### src/rtl/led7seg_scan_if.sv
// Display-side bundle for led7seg_scan: load strobe with packed digits in, scanned pins out.
interface led7seg_scan_if #(
  parameter int unsigned NUM_DIGITS = 4
);
  logic                      load;
  logic [4*NUM_DIGITS-1:0]   value;
  logic [NUM_DIGITS-1:0]     dp_in;
  logic [NUM_DIGITS-1:0]     blank_in;
  logic [6:0]                seg;
  logic                      dp;
  logic [NUM_DIGITS-1:0]     an;
  logic                      frame_done;

  modport master (
    output load, value, dp_in, blank_in,
    input  seg, dp, an, frame_done
  );

  modport slave (
    input  load, value, dp_in, blank_in,
    output seg, dp, an, frame_done
  );
endinterface

### src/rtl/led7seg_scan.sv
// Time-multiplexed multi-digit hex 7-segment driver with tear-free frame commit.
// Optional leading-zero suppression is enabled by defining LED7SEG_LZS_EN.
module led7seg_scan #(
  parameter int unsigned NUM_DIGITS     = 4,
  parameter int unsigned DIV            = 50000,
  parameter bit          SEG_ACTIVE_LOW = 1'b1,
  parameter bit          AN_ACTIVE_LOW  = 1'b1
) (
  input  logic          clk,
  input  logic          rst_n,
  led7seg_scan_if.slave bus
);

  localparam int unsigned CntW = (DIV > 1) ? $clog2(DIV) : 1;
  localparam int unsigned IdxW = (NUM_DIGITS > 1) ? $clog2(NUM_DIGITS) : 1;
  localparam logic [CntW-1:0] CntMax = CntW'(DIV - 1);
  localparam logic [IdxW-1:0] IdxMax = IdxW'(NUM_DIGITS - 1);

  logic [CntW-1:0]         cnt_q, cnt_d;
  logic [IdxW-1:0]         idx_q, idx_d;
  logic                    tick, wrap;

  logic                    pend_valid_q, pend_valid_d;
  logic [4*NUM_DIGITS-1:0] pend_val_q, pend_val_d;
  logic [NUM_DIGITS-1:0]   pend_dp_q, pend_dp_d;
  logic [NUM_DIGITS-1:0]   pend_blank_q, pend_blank_d;

  logic [4*NUM_DIGITS-1:0] disp_val_q, disp_val_d;
  logic [NUM_DIGITS-1:0]   disp_dp_q, disp_dp_d;
  logic [NUM_DIGITS-1:0]   disp_blank_q, disp_blank_d;

  logic [NUM_DIGITS-1:0]   suppress;
  logic [3:0]              digit_sel;
  logic                    dp_sel, dark;
  logic [NUM_DIGITS-1:0]   an_hot;

  logic                    wrap_q;
  logic [6:0]              seg_q, seg_d;
  logic                    dp_q, dp_d;
  logic [NUM_DIGITS-1:0]   an_q, an_d;
  logic                    frame_done_q;

  function automatic logic [6:0] hex_to_seg(input logic [3:0] h);
    logic [6:0] s;
    case (h)
      4'h0: s = 7'h3F;
      4'h1: s = 7'h06;
      4'h2: s = 7'h5B;
      4'h3: s = 7'h4F;
      4'h4: s = 7'h66;
      4'h5: s = 7'h6D;
      4'h6: s = 7'h7D;
      4'h7: s = 7'h07;
      4'h8: s = 7'h7F;
      4'h9: s = 7'h6F;
      4'hA: s = 7'h77;
      4'hB: s = 7'h7C;
      4'hC: s = 7'h39;
      4'hD: s = 7'h5E;
      4'hE: s = 7'h79;
      default: s = 7'h71;
    endcase
    return s;
  endfunction

  // Prescaler and digit index
  always_comb begin
    tick  = (cnt_q == CntMax);
    wrap  = tick && (idx_q == IdxMax);
    cnt_d = tick ? '0 : cnt_q + 1'b1;
    idx_d = idx_q;
    if (tick) begin
      idx_d = (idx_q == IdxMax) ? '0 : idx_q + 1'b1;
    end
  end

  // Loads park in the pending bank; the display bank only changes on the wrap edge,
  // so every frame shows a single consistent value.
  always_comb begin
    pend_valid_d = pend_valid_q;
    pend_val_d   = pend_val_q;
    pend_dp_d    = pend_dp_q;
    pend_blank_d = pend_blank_q;
    disp_val_d   = disp_val_q;
    disp_dp_d    = disp_dp_q;
    disp_blank_d = disp_blank_q;
    if (wrap) begin
      pend_valid_d = 1'b0;
      if (bus.load) begin
        disp_val_d   = bus.value;
        disp_dp_d    = bus.dp_in;
        disp_blank_d = bus.blank_in;
      end else if (pend_valid_q) begin
        disp_val_d   = pend_val_q;
        disp_dp_d    = pend_dp_q;
        disp_blank_d = pend_blank_q;
      end
    end else if (bus.load) begin
      pend_valid_d = 1'b1;
      pend_val_d   = bus.value;
      pend_dp_d    = bus.dp_in;
      pend_blank_d = bus.blank_in;
    end
  end

`ifdef LED7SEG_LZS_EN
  logic lead_zero;

  // Walk down from the top digit; stays suppressed until the first nonzero digit.
  always_comb begin
    suppress  = '0;
    lead_zero = 1'b1;
    for (int k = NUM_DIGITS - 1; k >= 1; k--) begin
      if (disp_val_q[4*k +: 4] != 4'h0) begin
        lead_zero = 1'b0;
      end
      suppress[k] = lead_zero;
    end
  end
`else
  assign suppress = '0;
`endif

  // Output stage, polarity applied last
  always_comb begin
    digit_sel = '0;
    dp_sel    = 1'b0;
    dark      = 1'b0;
    an_hot    = '0;
    for (int k = 0; k < NUM_DIGITS; k++) begin
      if (idx_q == IdxW'(k)) begin
        digit_sel = disp_val_q[4*k +: 4];
        dp_sel    = disp_dp_q[k];
        dark      = disp_blank_q[k] | suppress[k];
        an_hot[k] = 1'b1;
      end
    end
    seg_d = (dark ? 7'h00 : hex_to_seg(digit_sel)) ^ {7{SEG_ACTIVE_LOW}};
    dp_d  = (dp_sel & ~dark) ^ SEG_ACTIVE_LOW;
    an_d  = (dark ? '0 : an_hot) ^ {NUM_DIGITS{AN_ACTIVE_LOW}};
  end

  always_ff @(posedge clk or negedge rst_n) begin
    if (!rst_n) begin
      cnt_q        <= '0;
      idx_q        <= '0;
      pend_valid_q <= 1'b0;
      pend_val_q   <= '0;
      pend_dp_q    <= '0;
      pend_blank_q <= '0;
      disp_val_q   <= '0;
      disp_dp_q    <= '0;
      disp_blank_q <= '1;
      wrap_q       <= 1'b0;
      seg_q        <= {7{SEG_ACTIVE_LOW}};
      dp_q         <= SEG_ACTIVE_LOW;
      an_q         <= {NUM_DIGITS{AN_ACTIVE_LOW}};
      frame_done_q <= 1'b0;
    end else begin
      cnt_q        <= cnt_d;
      idx_q        <= idx_d;
      pend_valid_q <= pend_valid_d;
      pend_val_q   <= pend_val_d;
      pend_dp_q    <= pend_dp_d;
      pend_blank_q <= pend_blank_d;
      disp_val_q   <= disp_val_d;
      disp_dp_q    <= disp_dp_d;
      disp_blank_q <= disp_blank_d;
      wrap_q       <= wrap;
      seg_q        <= seg_d;
      dp_q         <= dp_d;
      an_q         <= an_d;
      // Lines up with the first registered output cycle of digit 0
      frame_done_q <= wrap_q;
    end
  end

  assign bus.seg        = seg_q;
  assign bus.dp         = dp_q;
  assign bus.an         = an_q;
  assign bus.frame_done = frame_done_q;

endmodule

### src/flat_wrapper.sv
// flat-port wrapper written by rule: the top's interface ports become plain ports
module led7seg_scan_flat 
#(
  parameter int unsigned NUM_DIGITS     = 4,
  parameter int unsigned DIV            = 50000,
  parameter bit          SEG_ACTIVE_LOW = 1'b1,
  parameter bit          AN_ACTIVE_LOW  = 1'b1
)
  (clk, rst_n, bus_load, bus_value, bus_dp_in, bus_blank_in, bus_seg, bus_dp, bus_an, bus_frame_done);
  led7seg_scan_if #(.NUM_DIGITS(NUM_DIGITS)) bus_i ();
  input  logic clk;
  input  logic rst_n;
  input wire logic [$bits(bus_i.load)-1:0] bus_load;
  input wire logic [$bits(bus_i.value)-1:0] bus_value;
  input wire logic [$bits(bus_i.dp_in)-1:0] bus_dp_in;
  input wire logic [$bits(bus_i.blank_in)-1:0] bus_blank_in;
  output wire logic [$bits(bus_i.seg)-1:0] bus_seg;
  output wire logic [$bits(bus_i.dp)-1:0] bus_dp;
  output wire logic [$bits(bus_i.an)-1:0] bus_an;
  output wire logic [$bits(bus_i.frame_done)-1:0] bus_frame_done;
  assign bus_i.load = bus_load;
  assign bus_i.value = bus_value;
  assign bus_i.dp_in = bus_dp_in;
  assign bus_i.blank_in = bus_blank_in;
  assign bus_seg = bus_i.seg;
  assign bus_dp = bus_i.dp;
  assign bus_an = bus_i.an;
  assign bus_frame_done = bus_i.frame_done;
  led7seg_scan #(.NUM_DIGITS(NUM_DIGITS), .DIV(DIV), .SEG_ACTIVE_LOW(SEG_ACTIVE_LOW), .AN_ACTIVE_LOW(AN_ACTIVE_LOW)) u_core (.clk(clk), .rst_n(rst_n), .bus(bus_i));
endmodule
### config.mk
export PLATFORM = sky130hd
export DESIGN_NAME = led7seg_scan_flat
export DESIGN_NICKNAME = d
export VERILOG_FILES = /design/src/rtl/led7seg_scan_if.sv /design/src/rtl/led7seg_scan.sv /design/src/flat_wrapper.sv
export SDC_FILE = /design/constraint.sdc
export NUM_CORES = 1
export LEC_CHECK = 0
export CAP_MARGIN = 20
export CORE_MARGIN = 2
export CORE_UTILIZATION = 25
export DETAILED_ROUTE_END_ITERATION = 8
export GPL_ROUTABILITY_DRIVEN = 1
export PLACE_DENSITY = 0.39
export SLEW_MARGIN = 20
export SYNTH_ARGS = -nofsm -noshare
export SYNTH_HDL_FRONTEND = slang
export SYNTH_SLANG_ARGS = --single-unit
### constraint.sdc
create_clock -name clk -period 2.3 [get_ports clk]
set_input_delay 0.23 -clock clk [delete_from_list [all_inputs] [get_ports clk]]
set_output_delay 0.23 -clock clk [all_outputs]
set_load 0.1 [all_outputs]
==> results of run 1 <==
-- per-layer routing --
metal	vias to the layer above	share of wire	GRT usage
met5	-	0	0
met1	1220	0.51	0.1588
met4	0	0.025	0.06399
met2	40	0.43	0.1752
met3	13	0.036	0.02796
li1	1287	-	-
-- cells by family after synthesis --
| group | Yosys count | share of synthesized area |
|---|---|---|
| and+or+nand+nor | 94 | 0.1201 |
| DFF | 81 | 0.5326 |
| AOI/OAI and AO/OA | 57 | 0.09147 |
| muxes | 50 | 0.1576 |
| buffers and inverters | 25 | 0.03515 |
| xor gates and xnor gates | 12 | 0.02735 |
| adders and majority gates | 11 | 0.03581 |
-- registers in the layout (all words and copies together) (netlist names) --
name / flops
u_core.bus.an: 4
u_core.bus.dp: 1
u_core.bus.frame_done: 1
u_core.bus.seg: 7
u_core.cnt_q: 16
u_core.disp_blank_q: 4
u_core.disp_dp_q: 4
u_core.disp_val_q: 16
u_core.idx_q: 2
u_core.pend_blank_q: 4
u_core.pend_dp_q: 4
u_core.pend_val_q: 16
u_core.pend_valid_q: 1
u_core.wrap_q: 1
-- worst max-delay path by stage --
stage                             end  cells after the start
6_report            u_core.bus.seg[3]                     10
5_1_grt          u_core.pend_val_q[7]                      6
3_3_place_gp        u_core.bus.seg[5]                      9
3_5_place_dp        u_core.bus.seg[4]                      9
4_1_cts          u_core.pend_val_q[7]                      6
2_1_floorplan  u_core.pend_blank_q[0]                      7
-- layout by cell type (no fill, tap or decap), drive strengths merged, types with 3 or more instances in the layout --
| master | netlist | final |
|---|---|---|
| o221ai | 6 | 6 |
| nand2 | 47 | 47 |
| ha | 11 | 11 |
| clkdlybuf4s50 | 0 | 25 |
| xnor2 | 9 | 9 |
| nand3b | 5 | 5 |
| buf | 4 | 45 |
| xor2 | 3 | 3 |
| mux2i | 26 | 26 |
| nor2 | 15 | 15 |
| mux2 | 24 | 24 |
| dfstp | 16 | 16 |
| nand4 | 3 | 3 |
| o21ai | 30 | 30 |
| inv | 9 | 9 |
| a21oi | 8 | 8 |
| clkbuf | 12 | 15 |
| nand3 | 8 | 8 |
| dfrtp | 65 | 65 |
-- stage by stage --
| stage | area [um2] | setup WS (ns) |
|---|---|---|
| 6_report | 4962 | 0.1268 |
| 5_1_grt | 4962 | -0.0006932 |
| 4_1_cts | 4928 | 0.02425 |
| 3_5_place_dp | 4603 | 0.02397 |
| 3_3_place_gp | 4603 | 0.01296 |
| 2_1_floorplan | 3844 | 0.05938 |
-- layout make-up --
type / instances / area [um2] / area share
Sequential cell: 81 / 2047 / 0.4125
Multi-Input combinational cell: 224 / 1677 / 0.3379
Timing Repair Buffer: 72 / 660.6 / 0.1331
Clock buffer: 14 / 274.0 / 0.05522
Tap cell: 188 / 235.2 / 0.04740
Clock inverter: 2 / 35.03 / 0.007060
Inverter: 9 / 33.78 / 0.006808
-- what timing repair did --
action                                 4_1_cts  5_1_grt
pin swaps                                    0        1
endpoints found under the hold margin       26        0
setup endpoints to repair                    2       27
hold buffers                                 1        0
gates resized for setup                      1        2
cloned                                       0        1
-- power groups by stage --
stage / Sequential (mW) / Combinational [mW] / Clock (mW)
2_1_floorplan: 1.51 / 0.123 / 0
3_3_place_gp: 1.51 / 0.221 / 0
3_5_place_dp: 1.51 / 0.224 / 0
4_1_cts: 1.49 / 0.225 / 1.56
5_1_grt: 1.50 / 0.249 / 1.62
6_report: 1.49 / 0.225 / 1.49
==> results.md, run 1 <==
STA:
- Of the available clock period, the critical path in the final layout requires 0.9449.
- In this run the tightest slew margin relative to its limit is 0.6382.
- Hold timing on the final database bottoms out at a slack of 0.3833 ns.
- The setup violation total in the final timing report is 0.
- The post-route clock skew is 0.006613 ns.
- Based on the critical path, the design can be clocked at up to 460.2 MHz.
- At the pin with the least slew margin, the transition time is 0.5428 ns.
- The number of hold-slack violations in the final timing report was 0.
- The number of max-slew violations in the final report is 0.
- The worst path in the final design needs a cycle of 2.173 ns, including I/O delays and setup.
- The summed negative setup slack over all endpoints is 0 ns.

Hold path:
- The worst hold path passes through 0 cells.
- The destination of the worst hold path is u_core.bus.frame_done.
- The min-delay analysis places its worst path in the category reg -> reg.
- The worst hold path begins at u_core.wrap_q.

Power:
- The share of total power dissipated in combinational logic is 0.070.
- The power per cell area is 646.7 nW/um2.
- Internal power comes to 2.533 mW.
- Of the total power, registers draw 0.465.
- Of the total power, the share spent switching nets is 0.2107.
- The post-route total power is 3.209 mW.
- The analysis attributes to net switching a power of 676.1 uW.
- For this design the static power due to leakage is 2.207 nW.
- The share of total power dissipated in the clock network is 0.465.
- The largest voltage drop on the vdd net is 0.0002987 V.

Route:
- The detail-routed net length per standard cell is 14.94 um.
- After detailed routing, the number of remaining DRC violations is 0.
- The routed wire length is 8.816 mm.
- For this run, the detailed router's first-pass iteration total came to 4.
- In this run the remaining antenna-violating nets after routing total 0.
- The final route contains 2,560 vias.
- In this run, the number of DRC markers left after iteration 0 of detailed routing was 126.
- The per-cell via count in the routed design is 4.339.

Synth:
- The share of synthesized area in the top cell type comes to 0.4232.
- The count of flip-flops with a built-in enable after synthesis is 0.
- Counting every instance in the synthesized netlist gives 330.
- dfrtp_1 is the most common cell in the netlist.
- The flop and latch count out of synthesis is 81.
- Averaged over all synthesized cells, the footprint is 11.65 um2.
- The most used flip-flop cell after synthesis is dfrtp_1.
- By count the netlist is led by dfrtp_1 (65), nand2_1 (47), o21ai_0 (30).
- When the netlist entered floorplanning its net count stood at 368.
- The share of the yosys chip area belonging to registers is 0.5326.
- In the post-synthesis netlist, the biggest area contributors are dfrtp_1 (42%), dfstp_2 (11%), mux2_4 (7.8%).
- Of all flip-flops after synthesis, the portion carrying an async set or reset was 1.000.
- Summed over all instances, the cell type with the most area after synthesis is dfrtp_1.
- The cell area after technology mapping is 3844 um2.
- Yosys printed 0 warnings.
- The distinct cell type count after synthesis is 45.

Global routing:
- The number of global-route vias before repair is 2,727.
- The first global-routing pass estimated 14.55 mm of wire.
- Entering global routing, the biggest net connects 49 pins.
- In the global route stage, overall resource usage came out at 0.1180.
- Global routing finished with a remaining overflow of 0.
- The initial antenna violation count is 0.

Layout:
- Measured on the finished design, the core utilization comes to 0.3289.
- The synthesis-to-layout area growth is 29.10%.
- The proportion of layout cells with a drive suffix above 1 is 0.2687.
- The finished layout holds 590 standard cells, fillers aside.
- The count of nets after finishing is 435.
- Counting the fill cells in the layout gives 1,538.
- The total inserted antenna cells is 0.

Place:
- In this run, placement finished with an instance count of 572.
- Detailed placement ended at an HPWL of 6.110 mm.
- The routability congestion estimate is 0.7728.
- In this run the tool buffered the top-level ports with 39 buffer cells.

Floorplanning:
- The die footprint is 16,380 um2.
- The core area is 15,090 um2.
- The number of ports placed on the die boundary is 40.
- From left edge to right edge, the die measures 128.0 um.
- The die height is 128.0 um.
- The floorplan row count is 45.
- For this configuration, the core starts out at a cell density of 0.2547.

Worst setup path:
- The worst flop-to-flop path endpoint is u_core.bus.seg[3].
- Together, buffers and inverters on the worst path number 2.
- Data on the critical path arrives at its endpoint at 2.44 ns.
- In this run the worst path has a maximum fanout of 5.
- The startpoint identified for the worst register-to-register timing path is u_core.idx_q[0].
- The critical path goes through inv_1 > ha_1 > a21oi_1 > o21ai_0 > a22o_1 > buf_4 > ha_1 > nand3_1 > o2111a_1 > a31oi_1.
- The peak per-stage delay on the critical path is 0.39 ns.
- The worst setup path is captured at a flop.
- The worst setup path is launched from a flop.
- The length in cells of the worst reg-to-reg path is 10.
- In this run the worst setup path begins at u_core.idx_q[0].
- STA puts the critical path data required time at 2.57 ns.
- The cell with the largest stage delay on the worst path is dfrtp_1.
- The worst setup path is of the reg -> reg kind.
- The worst-case register-to-register setup slack is 0.13 ns.
- Grouping stages by cell kind, the critical path spends the most delay in compound AO/OA/AOI/OAI gates.
- The cell repeated most along the worst path is ha_1.

Clock tree:
- The setup fix buffers added after clock tree synthesis is 0.
- The number of buffers on the longest clock path is 2.
- TritonCTS built the clock tree.
- After clock tree synthesis, the clock-pin slew on the worst setup and hold paths is 0.06 ns.
- The sink count of the clock tree is 81.
- In this run, CTS created clock tree buffers numbering 9.
- The number of H-tree levels is 3.
- The clock latency on the worst-skew pair is 0.34 ns.
- The master cell of the clock root buffer is clkbuf_16.

Status:
- The run finished with clean final reports.

Flow run:
- Max-cap violations in this run came to 0.
Power figures use the tool's default switching activity.
==> inputs of run 2 (changes only) <==
Settings changed: REMOVE_ABC_BUFFERS set to 1, SLEW_MARGIN 20 to 10, TNS_END_PERCENT set to 100.
==> results.md, run 2 (synthesis gave the netlist of run 1 again) <==
Floorplanning:
- The die footprint is 16,380 um2 (unchanged).
- The initial cell density of the core is 0.2547 (unchanged).
- The number of ports placed on the die boundary is 40 (unchanged).
- The floorplan row count is 45 (unchanged).
- The horizontal extent of the die came to 128.0 um (unchanged).
- The die height came to 128.0 um (unchanged).
- The core area is 15,090 um2 (unchanged).

Place:
- The routability congestion estimate is 0.7927 (+2.6%).
- The detailed placement HPWL came to 6.006 mm (-1.7%).
- The number of buffer cells added on primary ports was 39 (unchanged).
- The placed instance count was 570 (-0.35%).
- The placement-stage worst setup slack came to 0.08066 ns (+0.05669 ns).

Power:
- The largest voltage drop on the vdd net is 0.0003808 V (+27%).
- The post-route total power came to 3.156 mW (-1.6%).
- The leakage power figure is 2.177 nW (-1.4%).
- The power per cell area is 640.4 nW/um2 (-0.97%).

Layout:
- The most common cell after layout, fill and taps aside is dfrtp_1.
- The total inserted antenna cells is 0 (unchanged).
- The count of nets after finishing was 433 (-0.46%).
- The area taken by multi-input logic gates is 1679 um2 (+0.15%).
- The library cells used most frequently in the layout, excluding fill and tap cells, are dfrtp_1 (65), nand2_1 (47), buf_4 (40).
- The largest registers in the layout are u_core.cnt_q: 16 flops, u_core.disp_val_q: 16 flops, u_core.pend_val_q: 16 flops.
- The proportion of layout cells with a drive suffix above 1 came to 0.2725 (+0.003843).
- The total area of sequential cells was 2047 um2 (unchanged).
- The count of filler cells inserted in the layout is 1,560 (+1.4%).
- The count of placed standard cells in the final layout, fillers left out is 588 (-0.34%).
- The synthesis-to-layout area growth is 28.22%.

Clock tree:
- The number of buffers on the longest clock path is 2 (unchanged).
- Clock tree synthesis selected as its root buffer the cell clkbuf_16.
- The clock latency on the worst-skew pair came to 0.34 ns (about the same).
- The number of H-tree levels is 3 (unchanged).
- The sink count of the clock tree was 81 (unchanged).
- The number of clock buffers inserted by TritonCTS is 9 (unchanged).
- The CTS tree is done.
- The clock-pin transition on the worst setup and hold timing paths is 0.07 ns (about the same).

STA:
- The setup violation total in the final timing report is 0 (unchanged).
- The period utilization is 0.9570 (+0.01217).
- Setup repair after global routing could not meet its margin everywhere.
- The slew at the pin closest to its max-slew limit is 0.4434 ns (-0.09936 ns).
- The number of hold-slack violations in the final timing report is 0 (unchanged).
- The maximum clock rate is 454.3 MHz (-1.3%).
- The setup slack of the critical path after layout is 0.09882 ns (-0.02799 ns).
- The relative max-transition margin is 0.7031 (+0.06494).
- The post-route minimum period is 2.201 ns (+0.02799 ns).
- The post-route clock skew is 0.007630 ns (+0.001017 ns).
- The number of max-slew violations in the final report was 0 (unchanged).
- The summed negative setup slack over all endpoints is 0 ns (unchanged).

Route:
- The number of optimization iterations in the first detailed-route pass was 5 (+1).
- The detail-routed net length per standard cell is 14.59 um (-2.3%).
- The DRC marker count from the first detailed-route iteration is 70 (-44%).
- The final antenna-violating net count is 0 (unchanged).
- The per-cell via count in the routed design came to 4.461 (+2.8%).
- The count of vias placed by the detailed router is 2,623 (+2.5%).
- The routed wire length is 8.580 mm (-2.7%).
- The number of design rule violations left after detail routing is 0 (unchanged).

Global routing:
- The met3 usage is 0.02087 (-0.007095).
- The total congestion overflow is 0 (unchanged).
- The global routing usage on met1 came to 0.1511 (-0.007610).
- The overall routing resource usage is 0.1112 (-0.006752).
- The global-route track usage on met2 is 0.1692 (-0.005977).
- The initial antenna violation count is 0 (unchanged).
- The number of global-route vias before repair came to 2,826 (+3.6%).
- The most heavily used metal layer in global routing is met2.
- The first-pass GRT wire length was 14.17 mm (-2.6%).
- The largest net degree at the start of global routing is 59 (+20%).

Worst setup path:
- The worst-case register-to-register setup slack is 0.1 ns (-0.03 ns).
- The most critical setup path has its startpoint at u_core.cnt_q[11].
- The critical path class is reg -> reg.
- The worst-path maximum fanout is 5 (unchanged).
- The worst path arrival time is 2.42 ns (-0.02 ns).
- The length in cells of the worst reg-to-reg path is 6 (-4).
- STA classifies the critical path startpoint as a flop.
- The data required time at the worst endpoint is 2.52 ns (-0.05 ns).
- The worst register-to-register path begins at u_core.cnt_q[11].
- In this run the worst setup path terminates at u_core.pend_val_q[9].
- The worst flop-to-flop path endpoint is u_core.pend_val_q[9].
- The worst setup path is captured at a flop.

Flow run:
- The number of max-cap violations is 0 (unchanged).

Status:
- The run finished with clean final reports.

Hold path:
- The path category of the worst min-delay check is in -> async.
-- run 2: cell types whose count changed in the layout (fill, tap and decap cells not counted), sizes merged --
cell / change
buf: -2
clkinv: +2
clkbuf: -5
clkinvlp: +3
-- run 2: worst min path at each step --
stage                  start                      to  slack (ns)
3_5_place_dp           rst_n  u_core.pend_blank_q[1]        0.17
2_1_floorplan          rst_n   u_core.bus.frame_done       -0.07
4_1_cts                rst_n  u_core.pend_blank_q[3]        0.35
3_3_place_gp           rst_n  u_core.pend_blank_q[1]        0.16
5_1_grt        u_core.wrap_q   u_core.bus.frame_done        0.36
6_report               rst_n  u_core.pend_blank_q[3]        0.34
-- run 2: routing by layer --
layer / part of all wire / wire, um
met5: 0 / 0
met4: 0.021 / 183
met3: 0.029 / 246
met2: 0.45 / 3840
met1: 0.50 / 4309
-- run 2: worst max-delay path, cell delays in order, from the launching register on --
cell	delay, ns
dfrtp_1	0.38
or4b_4	0.55
nor4_4	0.30
and2_2	0.20
or2b_4	0.16
buf_4	0.17
mux2_2	0.33
-- run 2: layout make-up --
cell class	instances	area share
inverters	9	0.006855
well taps	188	0.04773
repair buffers	70	0.1292
flip-flops and latches	81	0.4153
multi-input cells	224	0.3407
clock buffers	9	0.04570
clock inverters	7	0.01447
-- run 2: power breakdown --
group	switching [mW]	internal [mW]
clock	0.600	0.838
combinational	0.0917	0.136
sequential	0.0219	1.47
total	0.713	2.44
-- run 2: repair_timing --
action / CTS / global route
buffers inserted: 0 / 0
hold buffers: 1 / 0
resized for setup: 0 / 5
hold endpoints to repair: 23 / 0
setup endpoints to repair: 0 / 8
-- run 2: through the flow --
stage                       util  area, um2  hold WS, ns
final                     0.3266       4928       0.3382
after global routing      0.3266       4928       0.3642
after CTS                 0.3235       4882       0.3474
after detailed placement  0.3032       4576       0.1693
after global placement    0.3032       4576       0.1642
after floorplan                -       3742     -0.06559
==> inputs of run 3 (changes only) <==
Settings changed: SLEW_MARGIN 10 to 20.
==> results of run 3 <==
No change in the layout: final DEF, timing and power equal those of run 2.
